==> src/rtl/matrix_pkg.sv <==
// Shared types and width helpers for the BCM matrix scanner and its OE timer.
package matrix_pkg;

  typedef enum logic [2:0] {
    StIdle,
    StShift,
    StWait,
    StBlankPre,
    StLatch,
    StBlankPost
  } scan_state_e;

  // Counter width for a value range 0..n-1, never narrower than one bit.
  function automatic int unsigned idx_width(input int unsigned n);
    return (n > 1) ? $clog2(n) : 1;
  endfunction

  function automatic int unsigned col_width(input int unsigned columns);
    return idx_width(columns);
  endfunction

  function automatic int unsigned slot_cycles(input int unsigned pixel_half);
    return 2 * pixel_half;
  endfunction

  // Wide enough to hold the longest on-time, OE_BASE_CYCLES << (BRIGHTNESS_BITS-1).
  function automatic int unsigned timer_width(input int unsigned base, input int unsigned bits);
    return $clog2(base << (bits - 1)) + 1;
  endfunction

endpackage

==> src/rtl/bcm_oe_timer.sv <==
// Output-enable on-time down-counter: plane k stays lit for OE_BASE_CYCLES << k cycles.
module bcm_oe_timer
  import matrix_pkg::*;
#(
  parameter int unsigned OE_BASE_CYCLES  = 4,
  parameter int unsigned BRIGHTNESS_BITS = 6
) (
  input  logic                                  clk_in,
  input  logic                                  reset,
  input  logic                                  load,
  input  logic [idx_width(BRIGHTNESS_BITS)-1:0] plane,
  output logic                                  output_enable,
  output logic                                  expired
);

  localparam int unsigned TW = timer_width(OE_BASE_CYCLES, BRIGHTNESS_BITS);

  logic [TW-1:0] count_q, count_d;
  logic [TW-1:0] load_val;

  always_comb begin
    load_val = TW'(OE_BASE_CYCLES) << plane;
    count_d  = count_q;
    if (load) begin
      count_d = load_val;
    end else if (count_q != '0) begin
      count_d = count_q - 1'b1;
    end
  end

  always_ff @(posedge clk_in or posedge reset) begin
    if (reset) begin
      count_q <= '0;
    end else begin
      count_q <= count_d;
    end
  end

  assign output_enable = (count_q != '0);
  // True when OE is already low or drops on the coming edge, so blanking starts right after.
  assign expired = (count_q <= TW'(1));

  load_only_when_idle: assert property (@(posedge clk_in) disable iff (reset)
    load |-> (count_q == '0));

endmodule

==> src/rtl/matrix_scan_bcm.sv <==
// HUB75-style scan controller: column/row addressing, pixel clock, latch and OE using
// pipelined binary-coded modulation (the next bit-plane shifts while the current one shows).
module matrix_scan_bcm
  import matrix_pkg::*;
#(
  parameter int unsigned COLUMNS         = 64,
  parameter int unsigned ROW_ADDR_WIDTH  = 4,
  parameter int unsigned BRIGHTNESS_BITS = 6,
  parameter int unsigned OE_BASE_CYCLES  = 4,
  parameter int unsigned BLANK_CYCLES    = 2,
  parameter int unsigned PIXEL_HALF      = 1
) (
  input  logic                          clk_in,
  input  logic                          reset,
  input  logic                          enable,
  output logic [col_width(COLUMNS)-1:0] column_address,
  output logic [ROW_ADDR_WIDTH-1:0]     row_address,
  output logic [ROW_ADDR_WIDTH-1:0]     row_address_active,
  output logic [BRIGHTNESS_BITS-1:0]    brightness_mask,
  output logic                          pixel_load_start,
  output logic                          clk_pixel,
  output logic                          row_latch,
  output logic                          output_enable,
  output logic                          frame_start
);

  localparam int unsigned COL_W       = col_width(COLUMNS);
  localparam int unsigned SLOT_CYCLES = slot_cycles(PIXEL_HALF);
  localparam int unsigned PHASE_W     = idx_width(SLOT_CYCLES);
  localparam int unsigned PLANE_W     = idx_width(BRIGHTNESS_BITS);
  localparam int unsigned BLANK_W     = idx_width(BLANK_CYCLES);

  localparam logic [COL_W-1:0]   LAST_COL   = COL_W'(COLUMNS - 1);
  localparam logic [PHASE_W-1:0] LAST_PHASE = PHASE_W'(SLOT_CYCLES - 1);
  localparam logic [PHASE_W-1:0] HALF       = PHASE_W'(PIXEL_HALF);
  localparam logic [BLANK_W-1:0] LAST_BLANK = BLANK_W'(BLANK_CYCLES - 1);
  localparam logic [PLANE_W-1:0] LAST_PLANE = PLANE_W'(BRIGHTNESS_BITS - 1);

  scan_state_e               state_q, state_d;
  logic [COL_W-1:0]          col_q, col_d;
  logic [PHASE_W-1:0]        phase_q, phase_d;
  logic [BLANK_W-1:0]        blank_q, blank_d;
  logic [ROW_ADDR_WIDTH-1:0] row_q, row_d;
  logic [ROW_ADDR_WIDTH-1:0] row_active_q, row_active_d;
  logic [PLANE_W-1:0]        plane_q, plane_d;
  logic [PLANE_W-1:0]        disp_plane_q, disp_plane_d;

  logic timer_load;
  logic oe_expired;

  always_comb begin
    state_d      = state_q;
    col_d        = col_q;
    phase_d      = phase_q;
    blank_d      = blank_q;
    row_d        = row_q;
    row_active_d = row_active_q;
    plane_d      = plane_q;
    disp_plane_d = disp_plane_q;
    timer_load   = 1'b0;

    unique case (state_q)
      StIdle: begin
        if (enable) begin
          state_d = StShift;
        end
      end

      StShift: begin
        if (phase_q == LAST_PHASE) begin
          phase_d = '0;
          if (col_q == LAST_COL) begin
            col_d   = '0;
            state_d = StWait;
          end else begin
            col_d = col_q + 1'b1;
          end
        end else begin
          phase_d = phase_q + 1'b1;
        end
      end

      // The previous plane must finish its on-time before the new one is latched.
      StWait: begin
        if (oe_expired) begin
          state_d = StBlankPre;
        end
      end

      StBlankPre: begin
        if (blank_q == LAST_BLANK) begin
          blank_d = '0;
          state_d = StLatch;
        end else begin
          blank_d = blank_q + 1'b1;
        end
      end

      StLatch: begin
        row_active_d = row_q;
        disp_plane_d = plane_q;
        state_d      = StBlankPost;
        if (plane_q == LAST_PLANE) begin
          plane_d = '0;
          row_d   = row_q + 1'b1;
        end else begin
          plane_d = plane_q + 1'b1;
        end
      end

      StBlankPost: begin
        if (blank_q == LAST_BLANK) begin
          blank_d    = '0;
          timer_load = 1'b1;
          state_d    = enable ? StShift : StIdle;
        end else begin
          blank_d = blank_q + 1'b1;
        end
      end

      default: state_d = StIdle;
    endcase
  end

  always_ff @(posedge clk_in or posedge reset) begin
    if (reset) begin
      state_q      <= StIdle;
      col_q        <= '0;
      phase_q      <= '0;
      blank_q      <= '0;
      row_q        <= '0;
      row_active_q <= '0;
      plane_q      <= '0;
      disp_plane_q <= '0;
    end else begin
      state_q      <= state_d;
      col_q        <= col_d;
      phase_q      <= phase_d;
      blank_q      <= blank_d;
      row_q        <= row_d;
      row_active_q <= row_active_d;
      plane_q      <= plane_d;
      disp_plane_q <= disp_plane_d;
    end
  end

  bcm_oe_timer #(
    .OE_BASE_CYCLES (OE_BASE_CYCLES),
    .BRIGHTNESS_BITS(BRIGHTNESS_BITS)
  ) u_oe_timer (
    .clk_in       (clk_in),
    .reset        (reset),
    .load         (timer_load),
    .plane        (disp_plane_q),
    .output_enable(output_enable),
    .expired      (oe_expired)
  );

  // Strobes decode straight from registered state so async reset clears them at once.
  assign column_address     = col_q;
  assign row_address        = row_q;
  assign row_address_active = row_active_q;
  assign brightness_mask    = BRIGHTNESS_BITS'(1) << plane_q;
  assign pixel_load_start   = (state_q == StShift) && (phase_q == '0);
  assign clk_pixel          = (state_q == StShift) && (phase_q >= HALF);
  assign row_latch          = (state_q == StLatch);
  assign frame_start        = pixel_load_start && (col_q == '0) && (row_q == '0) &&
                              (plane_q == '0);

  no_oe_during_latch: assert property (@(posedge clk_in) disable iff (reset)
    row_latch |-> !output_enable);

  mask_one_hot: assert property (@(posedge clk_in) disable iff (reset)
    $onehot(brightness_mask));

  column_in_range: assert property (@(posedge clk_in) disable iff (reset)
    column_address <= LAST_COL);

endmodule

==> config.mk <==
export PLATFORM = sky130hd
export DESIGN_NAME = matrix_scan_bcm
export DESIGN_NICKNAME = d
export VERILOG_FILES = /design/src/rtl/matrix_pkg.sv /design/src/rtl/bcm_oe_timer.sv /design/src/rtl/matrix_scan_bcm.sv
export SDC_FILE = /design/constraint.sdc
export NUM_CORES = 1
export LEC_CHECK = 0
export BUFFER_PORTS_ARGS = -buffer_cell sky130_fd_sc_hd__buf_2
export CAP_MARGIN = 20
export CORE_MARGIN = 1
export CORE_UTILIZATION = 41
export CTS_CLUSTER_DIAMETER = 120
export CTS_CLUSTER_SIZE = 16
export DETAILED_ROUTE_END_ITERATION = 12
export GPL_TIMING_DRIVEN = 0
export HOLD_SLACK_MARGIN = 0.05
export PLACE_DENSITY = 0.68
export SLEW_MARGIN = 20
export SYNTH_ARGS = -nofsm -noshare
export SYNTH_HDL_FRONTEND = slang
export SYNTH_HIERARCHICAL = 1
export SYNTH_SLANG_ARGS = --single-unit
==> constraint.sdc <==
create_clock -name clk_in -period 1.6 [get_ports clk_in]
set_input_delay 0.16 -clock clk_in [delete_from_list [all_inputs] [get_ports clk_in]]
set_output_delay 0.16 -clock clk_in [all_outputs]
set_load 0.02 [all_outputs]
==> results by group, run 1 <==
Detailed routing
  – DRC: 0
  – Routed Antenna Nets: 0
  – Initial DRC Count: 50
  – DR WL/cell: 14.8 um
  – DRT Pass-1 Iters: 4
  – WL final: 4390 um
  – Routed via count: 1627
  – Routed vias/inst: 5.48

Timing
  – TNS Setup: -0.244 ns
  – Setup-failing EPs final: 5
  – Slew Limit Fails: 0
  – Post-layout worst setup margin: -0.124 ns
  – Final min period: 1.72 ns
  – Setup repair after global routing missed its margin: yes
  – Achievable frequency: 580 MHz
  – Measured slew at the worst slew-check pin: 0.936 ns
  – Worst Clk Skew: 0.00208 ns
  – Fin. Hold Viols: 0
  – Fin crit share: 1.08
  – Max_slew headroom: 0.375

Critical path
  – Crit Path Max Fanout: 4
  – Worst path bufs/invs: 0
  – Delay-heaviest family, CP: simple AND/OR/NAND/NOR gates
  – Required time of the worst setup path: 1.82 ns
  – Critical path arrival: 1.94 ns
  – Crit-path cells: or3_4 -> or3_4 -> nor3_2 -> nor4bb_1 -> a311o_1
  – Most common cell type on the critical path: or3_4
  – Worst stage delay on the critical path: 0.43 ns
  – Crit. End Element: flop
  – CP Class: flop to flop
  – CP max-delay cell: dfrtp_1
  – Startpoint types: flop

Floorplanning
  – # rows: 24
  – Die area: 4770 um^2
  – Boundary Pins: 28
  – Die X: 69.1 um
  – Initial Util: 0.427
  – Die height: 69.1 um
  – Core area: 4320 um^2

Yosys
  – Async SR Flop Fraction: 1.00
  – Post-synth EDFFs: 0
  – Post-Synth Simple-Gate Area: 0.244
  – Syn avg cell area: 9.56 um^2
  – Count of mapped cells out of synthesis: 193
  – Multiplexer share of the synthesized area: 0.00814
  – Post-Synth XOR/XNOR Area: 0.0475
  – Top FF cell, synth: dfrtp_1
  – Adder-Cell Fraction of Synth Area: 0.0597
  – Yosys reg bits: 33
  – Post-synthesis sequential area ratio: 0.448
  – Yosys cell types: 49
  – Syn nets: 204
  – Post-Syn Area: 1840 um^2
  – Largest family of logic cells by synthesized area: simple AND/OR/NAND/NOR gates
  – Yosys warns: 6
  – Compound-Gate Fraction of Synth Area: 0.132

Clock network
  – CTS Buf Count: 5
  – Worst-Skew Late Latency: 0.28 ns
  – Clock sink total: 33
  – CTS tree: yes
  – Clock Tree Root: clkbuf_8
  – Clock transition at path regs: 0.07 ns
  – H-Tree Depth: 2
  – CTS Buffer Depth: 2

Placement
  – Post-DP HPWL: 2650 um
  – Post-place setup slack: -0.269 ns
  – GPL Wtd Cong: 0.796
  – PortBufs: 27

Power
  – Total power: 1.55 mW
  – VDD IR-drop max: 0.449 mV
  – Pleak: 1.22 nW
  – Pwr Density: 620 nW/um^2

Global route
  – First-pass GRT wire length: 6840 um
  – GRT Residual Overflow: 0
  – Vias in the first global route: 1513
  – Largest net degree at the start of global routing: 26
  – Overall routing resource usage: 0.177
  – Initial antenna violation count: 0

Finish
  – Utilization after layout: 0.577
  – Filler cells: 378
  – Area delta synth->final: 35.3%
  – # nets final: 255
  – Antenna diodes: 0
  – Most common cell after layout, fill and taps aside: dfrtp_1
  – Most frequent cells in the layout: 27 x dfrtp_1, 23 x buf_2, 21 x nand2_1, 21 x buf_4, 11 x inv_1
  – Layout cells sized above 1: 0.396

Worst hold path
  – Min-Delay Path Class: input pin to flop

Run
  – Maxcap violations: 0

Status
  – Run status: complete, but fails checks
  – Failing checks: setup timing
synth_stat cells (4+ instances only):
library cell	instances	share of area
dfrtp_1	33	0.45
nand2_1	23	0.047
inv_1	15	0.031
ha_1	8	0.054
nand3_1	8	0.022
nor3_1	8	0.022
xnor2_1	7	0.033
a21oi_1	6	0.016
o21ai_1	6	0.016
nor2_1	5	0.010
buf_2	4	0.011
o21ai_0	4	0.011
or3_1	4	0.014
per-layer routing:
metal	wire length (um)	vias up	share of wire	track usage
met5	0	-	0	0
met4	53	0	0.012	0.0612
met3	138	6	0.031	0.0453
met2	2210	30	0.50	0.293
met1	1980	806	0.45	0.223
li1	-	785	-	-
through the flow:
step,area [um^2],std cells,hold WS (ns)
6_report,2490,297,0.296
5_1_grt,2490,297,0.353
4_1_cts,2320,286,0.285
3_5_place_dp,2050,272,0.145
3_3_place_gp,2050,272,0.142
2_1_floorplan,1850,193,-0.0243
final cells by class:
| cell class | instances | area [um^2] | share of cell area |
|---|---|---|---|
| Tap cell | 52 | 65.1 | 0.0261 |
| Clock buffer | 7 | 96.3 | 0.0386 |
| Buffer | 6 | 50.0 | 0.0201 |
| Sequential cell | 33 | 833 | 0.334 |
| Multi-Input combinational cell | 135 | 1050 | 0.420 |
| Timing Repair Buffer | 47 | 319 | 0.128 |
| Clock inverter | 1 | 5.00 | 0.00201 |
| Inverter | 16 | 77.6 | 0.0311 |
registers in the layout, summed over array words and instances (netlist names):
signal and flops:
plane_q 3, row_address_active 4, phase_q 1, state_q 3, row_address 4, column_address 6
disp_plane_q 3, u_oe_timer/count_q 8, blank_q 1
kinds of logic (layout without fill, tap and decap cells):
logic type | after synthesis | in the layout
AO/OA/AOI/OAI | 36 | 36
XOR/XNOR | 10 | 10
adder cells (fa/ha/maj) | 9 | 9
buffers and inverters | 25 | 77
flip-flops | 33 | 33
multiplexers | 1 | 1
AND/OR/NAND/NOR | 79 | 79
final timing paths:
path	startpoint	to	slack, ns	depth (start not counted)
max in group asynchronous	reset	state_q[0]	0.33	3
worst max-delay path	u_oe_timer/count_q[3]	state_q[0]	-0.12	5
worst min-delay path	enable	state_q[0]	0.30	4
worst max register to register	u_oe_timer/count_q[3]	state_q[0]	-0.12	5
min in group asynchronous	reset	u_oe_timer/count_q[6]	0.38	3
worst min register to register	row_address_active[2]	row_address_active[2]	0.48	2
repair_timing:
item	CTS	global route
hold buffers	1	0
endpoints found under the setup margin	16	21
endpoints found under the hold margin	8	0
buffers inserted	6	13
gates resized for setup	32	23
pin swaps	4	6
report_power, final:
part           internal, mW  switching [mW]
combinational       0.00362          0.0171
clock                 0.389           0.302
sequential            0.834               0
total                  1.23           0.319
worst reg2reg max path, delay by kind of cell, from the launching register on:
kind | cells | cell delay, ns
AO/OA/AOI/OAI | 1 | 0.14
AND/OR/NAND/NOR | 4 | 1.09
flip-flops | 1 | 0.43
Power figures use the tool's default switching activity.
==> run 2, diff against run 1 <==
- PLACE_DENSITY: 0.68 -> unset
- clock period: 1.6 -> 1.8 ns (I/O delays scaled with it)
==> results by group, run 2 (same netlist as run 1, synthesis figures left out) <==
Timing
  – Fin. Hold Viols: 0 (unchanged)
  – Setup-failing EPs final: 0 (-5)
  – Final min period: 1.75 ns
  – Worst Clk Skew: 0.00626 ns (+0.00418 ns)
  – Max_slew headroom: 0.623 (+0.248)
  – TNS Setup: 0 ns (+0.244 ns)
  – Fin crit share: 0.973
  – Slew Limit Fails: 0 (unchanged)
  – Setup repair after global routing missed its margin: yes
  – Measured slew at the worst slew-check pin: 0.562 ns (-0.374 ns)
  – Achievable frequency: 571 MHz

Placement
  – # placed instances: 272 (unchanged)
  – PortBufs: 27 (unchanged)
  – Placed cell area: 2050 um^2 (-0.24%)
  – GPL Wtd Cong: 0.779 (-2.1%)
  – Post-DP HPWL: 2750 um (+3.7%)

Clock network
  – CTS tree: yes
  – Clock sink total: 33 (unchanged)
  – H-Tree Depth: 2 (unchanged)
  – Clock transition at path regs: 0.07 ns (about the same)
  – Worst-Skew Late Latency: 0.28 ns (about the same)
  – Clock Tree Root: clkbuf_8
  – CTS Buf Count: 5 (unchanged)
  – CTS Buffer Depth: 2 (unchanged)

Critical path
  – Crit. End Element: output pin
  – WP depth: 4 (-1)
  – Critical path arrival: 1.57 ns (-0.37 ns)
  – CP Class: flop to output pin
  – Flop2flop setup slack: 0.07 ns (+0.19 ns)
  – CP max-delay cell: dfrtp_1
  – Crit Path Max Fanout: 10 (+6)
  – Reg-to-reg endpoint: state_q[0]
  – Worst stage delay on the critical path: 0.46 ns (+0.03 ns)
  – Worst R2R Path Depth: 5 (unchanged)
  – Worst r2r src: u_oe_timer/count_q[3]
  – Worst path bufs/invs: 3 (+3)
  – Delay-heaviest family, CP: flip-flops
  – Last element of the critical path: row_latch
  – Startpoint types: flop
  – Most common cell type on the critical path: buf_2
  – Crit path from: state_q[2]
  – Required time of the worst setup path: 1.62 ns (-0.20 ns)
  – Crit-path cells: or3b_1 -> buf_2 -> clkinv_2 -> buf_2

Finish
  – Layout cells sized above 1: 0.317 (-0.0790)
  – Antenna diodes: 0 (unchanged)
  – Max reg flops: 8 (unchanged)
  – Utilization after layout: 0.546 (-0.0307)
  – Post-route cell area: 2360 um^2 (-5.3%)
  – Non-filler cells, final: 295 (-0.67%)
  – Most frequent cells in the layout: 30 x dfrtp_1, 28 x buf_2, 23 x nand2_1
  – Biggest register: u_oe_timer/count_q
  – # nets final: 253 (-0.78%)
  – Area delta synth->final: 28.1%
  – Biggest regs: u_oe_timer/count_q x8, column_address x6
  – Most common cell after layout, fill and taps aside: dfrtp_1

Global route
  – GRT Residual Overflow: 0 (unchanged)
  – First-pass GRT wire length: 7080 um (+3.5%)
  – Vias in the first global route: 1483 (-2.0%)
  – Overall routing resource usage: 0.182 (+0.00556)
  – Largest net degree at the start of global routing: 26 (unchanged)
  – Initial antenna violation count: 0 (unchanged)

Detailed routing
  – Routed vias/inst: 5.21 (-4.8%)
  – Routed Antenna Nets: 0 (unchanged)
  – Initial DRC Count: 34 (-32%)
  – DR WL/cell: 13.7 um (-7.2%)
  – DRC: 0 (unchanged)
  – DRT Pass-1 Iters: 4 (unchanged)
  – WL final: 4050 um (-7.8%)
  – Routed via count: 1538 (-5.5%)

Status
  – Run status: completed

Floorplanning
  – Die height: 69.1 um (unchanged)
  – # rows: 24 (unchanged)
  – Boundary Pins: 28 (unchanged)
  – Core area: 4320 um^2 (unchanged)
  – Initial Util: 0.427 (unchanged)
  – Die area: 4770 um^2 (unchanged)
  – Die X: 69.1 um (unchanged)

Power
  – Pwr Density: 545 nW/um^2 (-12%)
  – VDD IR-drop max: 0.475 mV (+5.8%)
  – Total power: 1.29 mW (-17%)
  – Pleak: 1.16 nW (-4.4%)

Worst hold path
  – Worst Hold Path Cells: 4 (unchanged)
  – Min-Delay Path Class: input pin to flop

Run
  – Maxcap violations: 0 (unchanged)
-- run 2: metal layers --
| layer | track usage | routed length (um) |
|---|---|---|
| met3 | 0.0395 | 137 |
| met2 | 0.289 | 1960 |
| met4 | 0.0635 | 48 |
| met1 | 0.246 | 1900 |
| met5 | 0 | 0 |
-- run 2: through the flow --
step / hold WS, ns / setup WS (ns)
CTS: 0.308 / -0.0194
finish: 0.314 / 0.0477
floorplan: -0.00434 / 0.0601
global route: 0.386 / -0.0552
detailed placement: 0.175 / -0.0884
global placement: 0.165 / -0.0831
-- run 2: cell type report --
type	count	area (um^2)
inverter	16	61.3
clock buffer	8	80.1
sequential	33	830
fill	405	1960
multi-input combinational	135	1010
tap	52	65.1
timing repair buffer	44	275
buffer	7	43.8
-- run 2: what timing repair did --
item	in CTS	in global routing
buffers inserted	5	10
endpoints found under the hold margin	8	0
gates resized for setup	13	11
hold buffers	1	0
pin swaps	4	5
endpoints found under the setup margin	6	9
-- run 2: worst min-delay path by stage --
stage | to | start | slack, ns
2_1_floorplan | u_oe_timer/count_q[0] | reset | -0.004
3_3_place_gp | u_oe_timer/count_q[6] | reset | 0.16
3_5_place_dp | u_oe_timer/count_q[6] | reset | 0.18
4_1_cts | state_q[0] | enable | 0.31
5_1_grt | state_q[0] | enable | 0.39
6_report | state_q[0] | enable | 0.31
-- run 2: worst min-delay path, cell delays in order --
cell and delay, ns:
buf_2 0.08, nand2_1 0.05, a31oi_1 0.13, a311o_1 0.12
-- run 2: where the power goes --
| part | switching [mW] | total, mW | internal (mW) |
|---|---|---|---|
| registers | 0 | 0.742 | 0.742 |
| clock network | 0.248 | 0.522 | 0.274 |
| logic | 0.0166 | 0.0228 | 0.00623 |
==> run 3, diff against run 2 <==
- ABC_AREA: unset -> 1
- MAX_ROUTING_LAYER: unset -> met4
- PLACE_DENSITY: unset -> 0.7
==> results by group, run 3 <==
Timing
  – Fin crit share: 0.939 (-0.0344)
  – Final min period: 1.69 ns (-0.0619 ns)
  – Max_slew headroom: 0.779 (+0.156)
  – Slew Limit Fails: 0 (unchanged)
  – Measured slew at the worst slew-check pin: 0.331 ns (-0.231 ns)
  – Worst Clk Skew: 0.0104 ns (+0.00415 ns)
  – Fin. Hold Viols: 0 (unchanged)
  – Achievable frequency: 592 MHz (+3.7%)
  – Setup-failing EPs final: 0 (unchanged)

Yosys
  – Post-Syn Area: 1920 um^2 (+4.3%)
  – Count of mapped cells out of synthesis: 242 (+25%)
  – Synth top area share: 0.429 (-0.0186)
  – Top-count cell post-synth: nand2_1
  – Async SR Flop Fraction: 1.00 (unchanged)
  – Yosys reg bits: 33 (unchanged)
  – Yosys warns: 6 (unchanged)
  – Synth area leaders: dfrtp_1 43%, nand2_1 8.4%, inv_1 7.2%
  – Yosys cell types: 27 (-45%)
  – Top FF cell, synth: dfrtp_1
  – Syn nets: 253 (+24%)
  – Synth area leader: dfrtp_1
  – Syn avg cell area: 7.95 um^2 (-17%)
  – Post-synthesis sequential area ratio: 0.429 (-0.0186)
  – Synth cell count leaders: 43 x nand2_1, 37 x inv_1, 33 x dfrtp_1, 24 x nand3_1, 23 x nor2_1
  – Post-synth EDFFs: 0 (unchanged)

Detailed routing
  – Routed vias/inst: 4.93 (-5.3%)
  – Routed via count: 1663 (+8.1%)
  – Initial DRC Count: 49 (+44%)
  – DRT Pass-1 Iters: 4 (unchanged)
  – Routed Antenna Nets: 0 (unchanged)
  – DRC: 0 (unchanged)
  – DR WL/cell: 11.4 um (-17%)
  – WL final: 3850 um (-4.9%)

Clock network
  – Clock Tree Root: clkbuf_8
  – H-Tree Depth: 2 (unchanged)
  – CTS Buf Count: 5 (unchanged)
  – Clock sink total: 33 (unchanged)
  – CTS tree: yes
  – Clock transition at path regs: 0.07 ns (about the same)
  – Worst-Skew Late Latency: 0.29 ns (about the same)
  – CTS Buffer Depth: 2 (unchanged)

Global route
  – GRT Residual Overflow: 0 (unchanged)
  – Initial antenna violation count: 0 (unchanged)
  – Largest net degree at the start of global routing: 26 (unchanged)
  – First-pass GRT wire length: 6600 um (-6.8%)
  – Overall routing resource usage: 0.177 (-0.00502)
  – Vias in the first global route: 1457 (-1.8%)

Power
  – Internal power: 1.97 mW (+93%)
  – Sw frac: 0.458 (+0.252)
  – VDD IR-drop max: 0.683 mV (+44%)
  – Power share of the clock group: 0.157 (-0.249)
  – Combinational Power Share: 0.487 (+0.469)
  – Pleak: 1.24 nW (+6.3%)
  – Part of the power in registers: 0.356 (-0.220)
  – Total power: 3.64 mW (+180%)
  – Pwr Density: 1560 nW/um^2 (+190%)
  – Switching Power: 1.67 mW (+530%)

Critical path
  – Worst R2R Path Depth: 9 (+4)
  – Required time of the worst setup path: 1.62 ns (about the same)
  – Crit. End Element: output pin
  – Worst r2r src: state_q[1]
  – Flop2flop setup slack: 0.22 ns (+0.15 ns)
  – Critical path arrival: 1.51 ns (-0.06 ns)
  – Startpoint types: flop
  – Reg-to-reg endpoint: u_oe_timer/count_q[2]
  – Crit Path Max Fanout: 4 (-6)
  – CP Class: flop to output pin

Finish
  – Layout cells sized above 1: 0.267 (-0.0502)
  – Antenna diodes: 0 (unchanged)
  – Post-route cell area: 2330 um^2 (-1.2%)
  – Max reg flops: 8 (unchanged)
  – Most common cell after layout, fill and taps aside: nand2_1
  – Biggest register: u_oe_timer/count_q
  – Most frequent cells in the layout: 43 x nand2_1, 33 x inv_1, 32 x dfrtp_1
  – Biggest regs: u_oe_timer/count_q x8, column_address x6
  – Non-filler cells, final: 337 (+14%)
  – Filler cells: 438 (+8.1%)
  – # nets final: 296 (+17%)
  – Area delta synth->final: 21.3%

Placement
  – Post-DP HPWL: 2850 um (+3.7%)
  – PortBufs: 27 (unchanged)
  – # placed instances: 321 (+18%)
  – GPL Wtd Cong: 0.795 (+2.0%)
  – Placed cell area: 2120 um^2 (+3.7%)

Floorplanning
  – Die X: 70.5 um (+2.1%)
  – Boundary Pins: 28 (unchanged)
  – Initial Util: 0.433 (+0.00649)
  – Die height: 70.5 um (+2.1%)
  – # rows: 24 (unchanged)
  – Die area: 4970 um^2 (+4.2%)
  – Core area: 4440 um^2 (+2.8%)

Worst hold path
  – Worst Hold Path Cells: 7 (+3)
  – Hold Path Sink: state_q[0]
  – Hold path startpoint: enable
  – Min-Delay Path Class: input pin to flop

Status
  – Run status: completed

Run
  – Maxcap violations: 0 (unchanged)
-- run 3: per-layer routing --
layer,track usage,vias up,part of all wire
met5,-,-,0
met4,0.0680,0,0.015
met3,0.0418,7,0.040
met2,0.268,30,0.48
met1,0.231,771,0.46
li1,-,855,-
-- run 3: cell families (layout without fill, tap and decap cells) --
logic type	Yosys count	after routing	synth area share
buf+inv	43	86	0.0891
flops	33	33	0.429
compound gates	31	31	0.0852
simple gates	120	120	0.313
fa+ha+maj	8	8	0.0520
xor+xnor	7	7	0.0319
-- run 3: stage by stage --
step / setup slack, ns / util / setup TNS [ns] / hold WS (ns)
final: 0.110 / 0.525 / 0 / 0.359
after global routing: -0.0124 / 0.525 / -0.0124 / 0.435
after CTS: 0.00543 / 0.505 / 0 / 0.365
after detailed placement: -0.151 / 0.478 / -0.432 / 0.153
after global placement: -0.139 / 0.478 / -0.382 / 0.150
after floorplan: 0.147 / - / 0 / -0.00434
-- run 3: critical path, stage by stage (launching register included) --
cell     delay (ns)
dfrtp_1        0.40
inv_2          0.10
ha_4           0.13
inv_2          0.03
nor4_2         0.16
nand3_1        0.13
nor2_1         0.12
buf_4          0.15
-- run 3: worst max path at each step --
stage | start | endpoint | slack [ns] | cells after the start
after floorplan | state_q[1] | u_oe_timer/count_q[2] | 0.15 | 9
after global placement | state_q[0] | u_oe_timer/count_q[2] | -0.14 | 10
after detailed placement | state_q[0] | u_oe_timer/count_q[2] | -0.15 | 10
after CTS | column_address[0] | frame_start | 0.005 | 7
after global routing | column_address[0] | frame_start | -0.01 | 7
final | column_address[0] | frame_start | 0.11 | 7
-- run 3: repair_timing --
item / in CTS / in global routing
hold endpoints to repair: 8 / 0
pin swaps: 1 / 5
gates resized for setup: 3 / 8
setup buffers: 1 / 6
hold buffers: 1 / 0
setup endpoints to repair: 5 / 5
-- run 3: power groups by stage --
| stage | registers (mW) | clock network, mW | logic [mW] |
|---|---|---|---|
| after floorplan | 1.31 | 0 | 1.25 |
| after CTS | 1.29 | 0.582 | 1.69 |
| after detailed placement | 1.31 | 0 | 1.65 |
| after global placement | 1.30 | 0 | 1.62 |
| after global routing | 1.35 | 0.615 | 2.03 |
| final | 1.29 | 0.571 | 1.77 |
-- run 3: area by class of cell --
class	instances	area [um^2]	area share
plain buffers	2	16.3	0.00697
clock buffers	6	82.6	0.0354
clock inverters	1	7.51	0.00322
inverters	41	155	0.0665
multi-input cells	166	953	0.408
flip-flops and latches	33	827	0.354
well taps	52	65.1	0.0279
repair buffers	36	228	0.0975
